`src/rtl/alu_result_stage.sv`:
```
// Result stage behind the saturating adder: 2-entry skid buffer with valid/ready on both sides,
// condition flags computed at capture and committed to the architectural FLAGS register on retire.
module alu_result_stage #(
  parameter int W = 16
) (
  input  logic         clk,
  input  logic         rst_n,
  input  logic         i_in_valid,
  output logic         o_in_ready,
  input  logic [W-1:0] i_sum,
  input  logic         i_cout,
  input  logic [W-1:0] i_op_a,
  input  logic [W-1:0] i_op_b,
  input  logic         i_sub,
  input  logic [2:0]   i_flag_en,
  input  logic         i_flush,
  output logic         o_out_valid,
  input  logic         i_out_ready,
  output logic [W-1:0] o_out_result,
  output logic         o_out_cout,
  output logic [2:0]   o_flags
);

  typedef struct packed {
    logic [W-1:0] result;
    logic         cout;
    logic [2:0]   flg;   // {Z,V,N}
    logic [2:0]   en;
  } entry_t;

  typedef enum logic [1:0] {
    ST_EMPTY = 2'b00,
    ST_ONE   = 2'b10,
    ST_FULL  = 2'b11
  } state_t;

  // Signed overflow of the unsaturated add/sub; the adder saturates exactly when this is set.
  function automatic logic calc_v(input logic [W-1:0] a, input logic [W-1:0] b, input logic sub);
    logic [W:0] raw;
    logic       eb;
    eb  = b[W-1] ^ sub;
    raw = {1'b0, a} + {1'b0, b ^ {W{sub}}} + {{W{1'b0}}, sub};
    return (a[W-1] == eb) && (raw[W-1] != a[W-1]);
  endfunction

  state_t r_state;
  state_t w_state_nxt;
  entry_t r_main;
  entry_t r_skid;
  entry_t w_in_entry;
  logic   [2:0] r_flags;
  logic   w_acc;
  logic   w_pop;
  logic   w_ld_main_in;
  logic   w_ld_main_skid;
  logic   w_ld_skid;

  assign w_in_entry.result = i_sum;
  assign w_in_entry.cout   = i_cout;
  assign w_in_entry.flg    = {(i_sum == {W{1'b0}}), calc_v(i_op_a, i_op_b, i_sub), i_sum[W-1]};
  assign w_in_entry.en     = i_flag_en;

  assign o_in_ready   = (r_state != ST_FULL);
  assign o_out_valid  = (r_state != ST_EMPTY);
  assign o_out_result = r_main.result;
  assign o_out_cout   = r_main.cout;
  assign o_flags      = r_flags;

  assign w_acc = i_in_valid && (r_state != ST_FULL);
  assign w_pop = (r_state != ST_EMPTY) && i_out_ready;

  // Next-state and buffer load selection; flush overrides everything.
  always_comb begin
    w_state_nxt    = r_state;
    w_ld_main_in   = 1'b0;
    w_ld_main_skid = 1'b0;
    w_ld_skid      = 1'b0;
    if (i_flush) begin
      w_state_nxt = ST_EMPTY;
    end else begin
      case (r_state)
        ST_EMPTY: begin
          if (w_acc) begin
            w_state_nxt  = ST_ONE;
            w_ld_main_in = 1'b1;
          end else begin
            w_state_nxt = ST_EMPTY;
          end
        end
        ST_ONE: begin
          if (w_acc && w_pop) begin
            w_ld_main_in = 1'b1;
          end else if (w_acc) begin
            w_state_nxt = ST_FULL;
            w_ld_skid   = 1'b1;
          end else if (w_pop) begin
            w_state_nxt = ST_EMPTY;
          end else begin
            w_state_nxt = ST_ONE;
          end
        end
        ST_FULL: begin
          if (w_pop) begin
            w_state_nxt    = ST_ONE;
            w_ld_main_skid = 1'b1;
          end else begin
            w_state_nxt = ST_FULL;
          end
        end
        default: begin
          w_state_nxt = ST_EMPTY;
        end
      endcase
    end
  end

  // Buffer occupancy state.
  always_ff @(posedge clk or negedge rst_n) begin
    if (!rst_n) begin
      r_state <= ST_EMPTY;
    end else begin
      r_state <= w_state_nxt;
    end
  end

  // Main entry drives the outputs and keeps its contents while invalid.
  always_ff @(posedge clk or negedge rst_n) begin
    if (!rst_n) begin
      r_main <= {$bits(entry_t){1'b0}};
    end else if (w_ld_main_in) begin
      r_main <= w_in_entry;
    end else if (w_ld_main_skid) begin
      r_main <= r_skid;
    end
  end

  // Skid entry absorbs the one input accepted while the output is stalled.
  always_ff @(posedge clk or negedge rst_n) begin
    if (!rst_n) begin
      r_skid <= {$bits(entry_t){1'b0}};
    end else if (w_ld_skid) begin
      r_skid <= w_in_entry;
    end
  end

  // Flags retire with the entry, even in a flush cycle.
  always_ff @(posedge clk or negedge rst_n) begin
    if (!rst_n) begin
      r_flags <= 3'b000;
    end else if (w_pop) begin
      r_flags <= (r_main.flg & r_main.en) | (r_flags & ~r_main.en);
    end
  end

endmodule

```
`config.mk`:
```
export PLATFORM = sky130hd
export DESIGN_NAME = alu_result_stage
export DESIGN_NICKNAME = d
export VERILOG_FILES = /design/src/rtl/alu_result_stage.sv
export SDC_FILE = /design/constraint.sdc
export NUM_CORES = 1
export LEC_CHECK = 0
export ABC_CLOCK_PERIOD_IN_PS = 2140
export BUFFER_PORTS_ARGS = -buffer_cell sky130_fd_sc_hd__buf_4
export CAP_MARGIN = 20
export CORE_MARGIN = 3
export CORE_UTILIZATION = 52
export CTS_CLUSTER_DIAMETER = 200
export DETAILED_ROUTE_END_ITERATION = 6
export HOLD_SLACK_MARGIN = 0.06
export PLACE_DENSITY = 0.82
export SYNTH_ARGS = -nofsm -noshare
export SYNTH_HDL_FRONTEND = slang
export SYNTH_SLANG_ARGS = --single-unit
```
`constraint.sdc`:
```
create_clock -name clk -period 2.14 [get_ports clk]
set_input_delay 0.428 -clock clk [delete_from_list [all_inputs] [get_ports clk]]
set_output_delay 0.428 -clock clk [all_outputs]
set_load 0.01 [all_outputs]
```
Word level (Yosys, flattened, before mapping)
Index checks and enable logic that the tools add are counted.
Widths: inputs -> output; s select.

word-level totals
  bits in registers = 51
  bits in latches = 0
  RAM bits = 0
  memory bits (read-only) = 0
  bits of input ports = 58
  logic and storage cells = 51
  memories = 0

cells by class
  $add $sub $neg = 2
  multipliers = 0
  div/mod/pow operators = 0
  $lt $le $gt $ge = 0
  eq/ne operators = 6
  shifts and indexed selects = 0
  muxes and demuxes = 19
  bitwise logic cells = 6
  reduce and logical (&&, ||, !) cells = 8

operator list
  operator            count
  $mux 23             2
  $add 16x1->16       1
  $add 16x16->16      1
  $logic_not 16->1    1
  $xor 16x16->16      1
  $mux 1              10
  $mux 2              5
  $and 3x3->3         2
  $pmux 2 s3          1
  $eq 2x2->1 const B  2
  $logic_and 1x1->1   4
  $reduce_bool 2->1   2
  $ne 3x3->1 const B  1
  $not 3->3           1
  $or 3x3->3          1
  $logic_not 2->1     1
  $ne 2x2->1 const B  1
  $pmux 1 s2          1
  $eq 1x1->1          1
  $ne 1x1->1          1
  $xor 1x1->1         1

Depth between registers and ports, before layout
Gate-level depths: netlist of the first run.

  word-level depth = 7
  mapped depth = 9
  mapped depth without buffers = 7

Worst setup path before layout of the first run
OpenSTA, ideal clock, no wires.

  kind = input port to flip-flop
  start point = input port i_sub
  end point = register r_skid[4] in the netlist's numbering
  library setup time = 0.131 ns
  arrival time = 1.948 ns
  required time = 2.009 ns
  slack = 0.061 ns
  stages = 9
  cells stage by stage = buf_2 buf_2 xor2_1 ha_1 a21oi_1 nor2b_1 o31a_1 o31ai_1 nand3_1

on the way
  word-level cells in the longest chain between the ends = 5
  elaborated cells on any way between the ends = 7

RTL lines
  element                 RTL line  text
  start: declaration      14        input logic i_sub,
  $xor 16x16->16          42        raw = {1'b0, a} + {1'b0, b ^ {W{sub}}} + {{W{1'b0}}, sub};
  $add 16x16->16          42
  $add 16x1->16           42
  $ne 1x1->1              43        return (a[W-1] == eb) && (raw[W-1] != a[W-1]);
  $logic_and 1x1->1 *     43
  end signal: assignment  140       r_skid <= {$bits(entry_t){1'b0}};
  end signal: assignment  142       r_skid <= w_in_entry;
  end: declaration        49        entry_t r_skid;

Every way passes the cells marked *; elsewhere a longest branch is shown, timed or not.
A chain may end at the register's enable or synchronous reset.

Worst setup path in the final report of the first run
Ends and elaborated chain as after synthesis.

==> results of run 1 <==
-- metrics by stage --
step / setup slack (ps) / util, % / instance area (um2) / cells / power (uW)
floorplan: 60.6 / - / 2820 / 256 / 1700
global placement: 143 / 65.0 / 3360 / 383 / 1940
detailed placement: -16.7 / 65.0 / 3360 / 383 / 1970
CTS: 316 / 66.7 / 3450 / 391 / 2520
global route: 199 / 66.7 / 3450 / 391 / 2650
finish: 326 / 66.7 / 3450 / 391 / 2500
-- worst paths after layout --
kind,startpoint,endpoint,slack [ps],cells after the start
max reg2reg,r_state[0]$_DFFE_PN0P_,r_skid[16]$_DFFE_PN0P_,420,4
min,rst_n,r_state[0]$_DFFE_PN0P_,120,1
min in group clk,i_flush,r_state[1]$_DFFE_PN0P_,320,2
min reg2reg,r_skid[5]$_DFFE_PN0P_,r_skid[5]$_DFFE_PN0P_,500,2
max,i_sub,r_skid[4]$_DFFE_PN0P_,330,8
max in group asynchronous,rst_n,r_skid[11]$_DFFE_PN0P_,1610,1
-- registers in the layout, indices dropped and copies added, names as in the netlist, named ones only --
register	cells
r_skid	22
o_out_result	15
r_state	2
o_out_cout	1
r_main	6
-- logic make-up (layout without fill, tap and decap cells) --
logic type,count (synthesis),after routing,share of synthesized area (%)
and+or+nand+nor,57,57,10.1
DFF,49,49,43.5
AOI/OAI and AO/OA,46,46,9.72
muxes,43,43,18.3
buffers and inverters,32,97,7.46
xor gates and xnor gates,15,15,4.66
adders and majority gates,14,14,6.22
-- power groups by stage --
| stage | registers, uW | logic (uW) | clock network [uW] |
|---|---|---|---|
| 6_report | 1240 | 707 | 549 |
| 5_1_grt | 1270 | 786 | 597 |
| 4_1_cts | 1240 | 717 | 566 |
| 3_5_place_dp | 1260 | 713 | 0 |
| 3_3_place_gp | 1250 | 690 | 0 |
| 2_1_floorplan | 1240 | 470 | 0 |
-- cells in the mapped netlist, drive strengths merged (3+ instances only) --
master,number
a211oi,3
a21oi,10
a222oi,3
buf,23
clkbuf,4
dfrtp,49
ha,14
inv,5
mux2,23
mux2i,20
nand2,27
nand3,5
nand4,3
nor2,5
nor4,4
o21ai,23
xor2,15
-- cell type report --
cell class / instances / area (um2)
Fill cell: 393 / 1720
Multi-Input combinational cell: 175 / 1390
Sequential cell: 49 / 1230
Timing Repair Buffer: 84 / 643
Tap cell: 70 / 87.6
Clock buffer: 5 / 68.8
Clock inverter: 3 / 21.3
Inverter: 5 / 18.8
-- worst max-delay path: stages --
cell,delay [ps]
buf_4,190
xor2_1,190
ha_1,330
nand2_1,80
o21ai_0,360
mux2i_1,150
o21ai_0,190
nand3_1,90
-- metal layers --
layer | track usage, % | share of wire, % | vias up | wire, um
met4 | 6.19 | 1.6 | 0 | 93
li1 | - | - | 1019 | -
met2 | 30.8 | 50 | 57 | 2840
met1 | 24.9 | 44 | 1002 | 2470
met5 | 0 | 0 | - | 0
met3 | 3.27 | 4.7 | 7 | 264
==> results.json, run 1 <==
{
  "outcome": "completed",
  "drive_gt1_share_pct": 37.4,
  "p_per_area_nw_per_um2": 724,
  "holdBufCountCts": 0,
  "drt_iter0_drc": 118,
  "clkSlewWorstSetupHoldPaths_ps": 90,
  "gr-total-overflow": 0,
  "clock_path_buffers": 2,
  "avgSynthCellArea_um2": 11.0,
  "synthTopCellsByArea": "dfrtp_1, mux2_4, mux2i_1",
  "final.min_clock_period_ps": 1810,
  "io_pins": 80,
  "cts_max_level": 2,
  "peakVddDrop_mv": 0.557,
  "antenna_found_initial": 0,
  "initial_utilization_pct": 54.5,
  "fp.dieH_um": 79.6,
  "syn_area_um2": 2820,
  "p_switching_uw": 725,
  "syn_inst": 256,
  "postRouteAntennaNets": 0,
  "vias_per_cell": 5.33,
  "yosys.area.top_type": "dfrtp_1",
  "drc": 0,
  "synth_fp_nets": 328,
  "cts_setup_buffers": 0,
  "worstPathRequired_ps": 2330,
  "maxCapViolCount": 0,
  "grt_start_max_net_pins": 50,
  "core.rowCount": 26,
  "synth_top_area_share_pct": 43.5,
  "pwr-share-comb_pct": 28.3,
  "ys_ff_latch": 49,
  "cp.arrival_ps": 2000,
  "n_antenna_cell": 0,
  "dp_hpwl_um": 4330,
  "clkPwrFrac_pct": 22.0,
  "timing.fmax_ghz": 0.551,
  "finalSetupTns_ps": 0,
  "clock-root-buffer": "clkbuf_8",
  "fin_crit_sh_pct": 84.8,
  "routed_wl_um": 5670,
  "fp.dieW_um": 79.6,
  "grt_pass1_wl_um": 9340,
  "synth_flop_cell": "dfrtp_1",
  "area_growth_pct": 22.5,
  "grt_pass1_vias": 2039,
  "internal_power_uw": 1770,
  "coreArea_um2": 5170,
  "crit_type": "input pin to flip-flop",
  "mostFrequentLayoutCells": "buf_4, dfrtp_1, nand2_1",
  "layout_commonest_cell": "buf_4",
  "hold_violations": 0,
  "total_leakage_power_uw": 0.00179,
  "yosysSeqAreaShare_pct": 43.5,
  "io_buffers": 79,
  "vias": 2085,
  "clock_sinks": 49,
  "cts_resized": 0,
  "worstMarginPinSlew_ps": 592,
  "dieArea_um2": 6340,
  "cp-start-kind": "input pin",
  "synth_edf_count": 0,
  "endpoint_kind": "flip-flop",
  "wl_per_cell_um": 14.5,
  "seqPwrFrac_pct": 49.7,
  "worst_hold_path_type": "input pin to asynchronous set/reset pin",
  "synth.distinct_cells": 34,
  "crit_fanout": 16,
  "nNetsFinal": 392,
  "track_usage_pct": 18.7,
  "timing.hold.ws_ps": 115,
  "report.final.slew_viol_count": 0,
  "cts_buffers": 5,
  "gpl.final_weighted_congestion": 0.747,
  "setup_viol": 0,
  "sw_frac_of_total_pct": 29.0,
  "clkLatencyLatePin_ps": 300,
  "ys.warnings.count": 0,
  "slew-limit-headroom_pct": 60.3,
  "rsz0062_at_grt": "no",
  "tritoncts": "built",
  "finClkSkew_ps": 4.66,
  "drt_pass1_iterations": 5,
  "synth-async-reset-ratio_pct": 100
}
Note: power is estimated with default switching activity, not from simulation.
==> run 2, diff against run 1 <==
==> config.mk (replaced) <==
export PLATFORM = sky130hd
export DESIGN_NAME = alu_result_stage
export DESIGN_NICKNAME = d
export VERILOG_FILES = /design/src/rtl/alu_result_stage.sv
export SDC_FILE = /design/constraint.sdc
export NUM_CORES = 1
export LEC_CHECK = 0
export ABC_AREA = 1
export ABC_CLOCK_PERIOD_IN_PS = 1600
export BUFFER_PORTS_ARGS = -buffer_cell sky130_fd_sc_hd__buf_4
export CAP_MARGIN = 20
export CORE_MARGIN = 3
export CORE_UTILIZATION = 47
export CTS_CLUSTER_DIAMETER = 200
export DETAILED_ROUTE_END_ITERATION = 6
export HOLD_SLACK_MARGIN = 0.06
export PLACE_DENSITY = 0.78
export SYNTH_ARGS = -nofsm -noshare
export SYNTH_HDL_FRONTEND = slang
export SYNTH_SLANG_ARGS = --single-unit
==> constraint.sdc (replaced) <==
create_clock -name clk -period 1.6 [get_ports clk]
set_input_delay 0.32 -clock clk [delete_from_list [all_inputs] [get_ports clk]]
set_output_delay 0.32 -clock clk [all_outputs]
set_load 0.01 [all_outputs]
==> run 2 against run 1 <==
Non-clock buffer count up 3. Largest cell class unchanged. Largest power group unchanged. Critical path depth down 6. Via count up 5.5%. Register-to-register slack worse by 250 ps. Critical path type is now flip-flop to output port. Highest routed layer unchanged. Utilization down 5.3 points. Worst hold slack better by 98 ps. Power up 38%. Sequential power up 37%. Clock skew up 5.4 ps.
==> results.json, run 2 <==
{
  "vias_per_cell": 5.09,
  "io_pins": 80,
  "maxCapViolCount": 0,
  "grtUsageMet2_pct": 33.2,
  "drt_iter0_drc": 118,
  "finalSetupTns_ps": 0,
  "top_register": "r_skid",
  "yosys-top-cells-count": "nand2_1, dfrtp_1, o21ai_1",
  "worstMarginPinSlew_ps": 610,
  "syn_area_um2": 2740,
  "yosysSeqAreaShare_pct": 44.7,
  "p_per_area_nw_per_um2": 1010,
  "cts_buffers": 5,
  "clkLatencyLatePin_ps": 300,
  "gr-max-usage-layer": "met2",
  "cp-start-kind": "flip-flop",
  "grt_pass1_wl_um": 9380,
  "slew-limit-headroom_pct": 59.3,
  "synth-async-reset-ratio_pct": 100,
  "routed_wl_um": 5710,
  "area_growth_pct": 25.0,
  "mostFrequentLayoutCells": "buf_4, nand2_1, dfrtp_1",
  "cp.arrival_ps": 1180,
  "tritoncts": "built",
  "worstPathRequired_ps": 1280,
  "crit_fanout": 4,
  "fp.dieH_um": 82.4,
  "antenna_found_initial": 0,
  "clkSlewWorstSetupHoldPaths_ps": 80,
  "synthTopCellsByArea": "dfrtp_1, mux2_2, nand2_1",
  "io_buffers": 79,
  "ff2ff_setup_slack_ps": 170,
  "layout_commonest_cell": "buf_4",
  "setup_viol": 0,
  "vias": 2199,
  "gr-total-overflow": 0,
  "syn_inst": 292,
  "synthSimpleGateAreaFrac_pct": 15.0,
  "coreArea_um2": 5570,
  "crit_type": "flip-flop to output port",
  "outcome": "completed",
  "grt_start_max_net_pins": 50,
  "yosysMostFrequentCell": "nand2_1",
  "clock_sinks": 49,
  "rr_worst_depth": 8,
  "dp_hpwl_um": 4390,
  "synth.distinct_cells": 29,
  "yosys.area.top_type": "dfrtp_1",
  "ys_ff_latch": 49,
  "peakVddDrop_mv": 0.426,
  "fp.dieW_um": 82.4,
  "track_usage_pct": 17.9,
  "dieArea_um2": 6790,
  "reg2reg_to": "o_out_result[2]$_DFFE_PN0P_",
  "cts_max_level": 2,
  "synth_fp_nets": 364,
  "postRouteAntennaNets": 0,
  "drt_pass1_iterations": 4,
  "drive_gt1_share_pct": 36.4,
  "place_ws_ps": -314,
  "largest_reg_flops": 22,
  "grtUsageMet3_pct": 4.23,
  "critPathCapture": "o_out_valid",
  "report.final.slew_viol_count": 0,
  "core.rowCount": 27,
  "clock_path_buffers": 2,
  "fin_crit_sh_pct": 93.9,
  "synth_fa_ha_area_share_pct": 6.39,
  "ys.warnings.count": 0,
  "rsz0062_at_grt": "yes",
  "synth-xor-area-share_pct": 4.79,
  "timing.fmax_ghz": 0.666,
  "reg2reg_from": "r_state[0]$_DFFE_PN0P_",
  "gpl.final_weighted_congestion": 0.726,
  "synth_flop_cell": "dfrtp_1",
  "synth_top_area_share_pct": 44.7,
  "critPathLaunch": "r_state[0]$_DFFE_PN0P_",
  "use_met1_pct": 20.2,
  "nNetsFinal": 431,
  "total_leakage_power_uw": 0.00171,
  "clock-root-buffer": "clkbuf_8",
  "avgSynthCellArea_um2": 9.39,
  "initial_utilization_pct": 49.2,
  "drc": 0,
  "synthMuxAreaShare_pct": 9.03,
  "final.min_clock_period_ps": 1500,
  "synth_top_family_by_area": "simple AND/OR/NAND/NOR gates",
  "n_antenna_cell": 0,
  "finClkSkew_ps": 10.0,
  "synth_edf_count": 0,
  "synth_compound_area_share_pct": 10.8,
  "endpoint_kind": "output port",
  "grt_pass1_vias": 2240,
  "worst_hold_path_type": "input pin to flip-flop",
  "hold_violations": 0,
  "wl_per_cell_um": 13.2,
  "setup_slack_ps": 97.6
}
run 2: cell count changes in the layout (fill, tap and decap cells not counted), moves of 3 or more:
cell,delta
mux2_4,-15
nand2_1,+25
mux2_2,+14
mux2i_1,-20
nor2_1,+22
a222oi_1,-3
a211oi_1,-3
inv_2,+3
o21ai_1,+32
o21ai_0,-13
inv_1,+4
run 2: worst max-delay path, stage by stage (launching register included):
cell and delay, ps:
dfrtp_1 440, or2_2 300, buf_4 150
run 2: area by class of cell:
class / count / area [um2]
clock buffer: 6 / 82.6
clock inverter: 2 / 13.8
fill: 518 / 2150
inverter: 13 / 51.3
multi-input combinational: 203 / 1290
sequential: 49 / 1230
tap: 72 / 90.1
timing repair buffer: 87 / 672
run 2: power breakdown:
| part | switching (uW) | total (uW) | internal, uW |
|---|---|---|---|
| registers | 156 | 1700 | 1540 |
| clock network | 403 | 753 | 351 |
| logic | 456 | 1000 | 546 |
run 2: worst min path at each step:
stage / cells after the start / endpoint / from
6_report: 2 / r_state[1]$_DFFE_PN0P_ / i_flush
5_1_grt: 2 / r_state[1]$_DFFE_PN0P_ / i_flush
4_1_cts: 2 / r_state[1]$_DFFE_PN0P_ / i_flush
3_5_place_dp: 1 / o_out_result[14]$_DFFE_PN0P_ / rst_n
3_3_place_gp: 1 / asynchronous set/reset pin / rst_n
2_1_floorplan: 0 / asynchronous set/reset pin / rst_n
run 2: routing by layer:
layer	vias to the layer above	wire length [um]	part of all wire, %
met5	-	0	0
met4	0	68	1.2
met2	60	2940	51
li1	1089	-	-
met1	1042	2310	40
met3	8	391	6.9
run 2: cells by family after synthesis:
logic type / after synthesis
AOI/OAI and AO/OA: 57
xor gates and xnor gates: 15
buffers and inverters: 40
muxes: 22
adders and majority gates: 14
and+or+nand+nor: 95
DFF: 49
run 2: metrics by stage:
step,utilization [%],hold slack (ps),cells,total power [uW],cell area (um2)
final,61.5,213,432,3450,3430
after global routing,61.5,205,432,3700,3430
after CTS,60.8,207,432,3470,3390
after detailed placement,58.9,373,423,2720,3280
after global placement,58.9,370,423,2670,3280
after floorplan,-,24.4,292,2370,2770
run 2: timing repair:
action,4_1_cts,5_1_grt
setup buffers,0,0
endpoints found under the hold margin,49,0
setup endpoints to repair,0,18
hold buffers,1,0
gates resized for setup,0,9
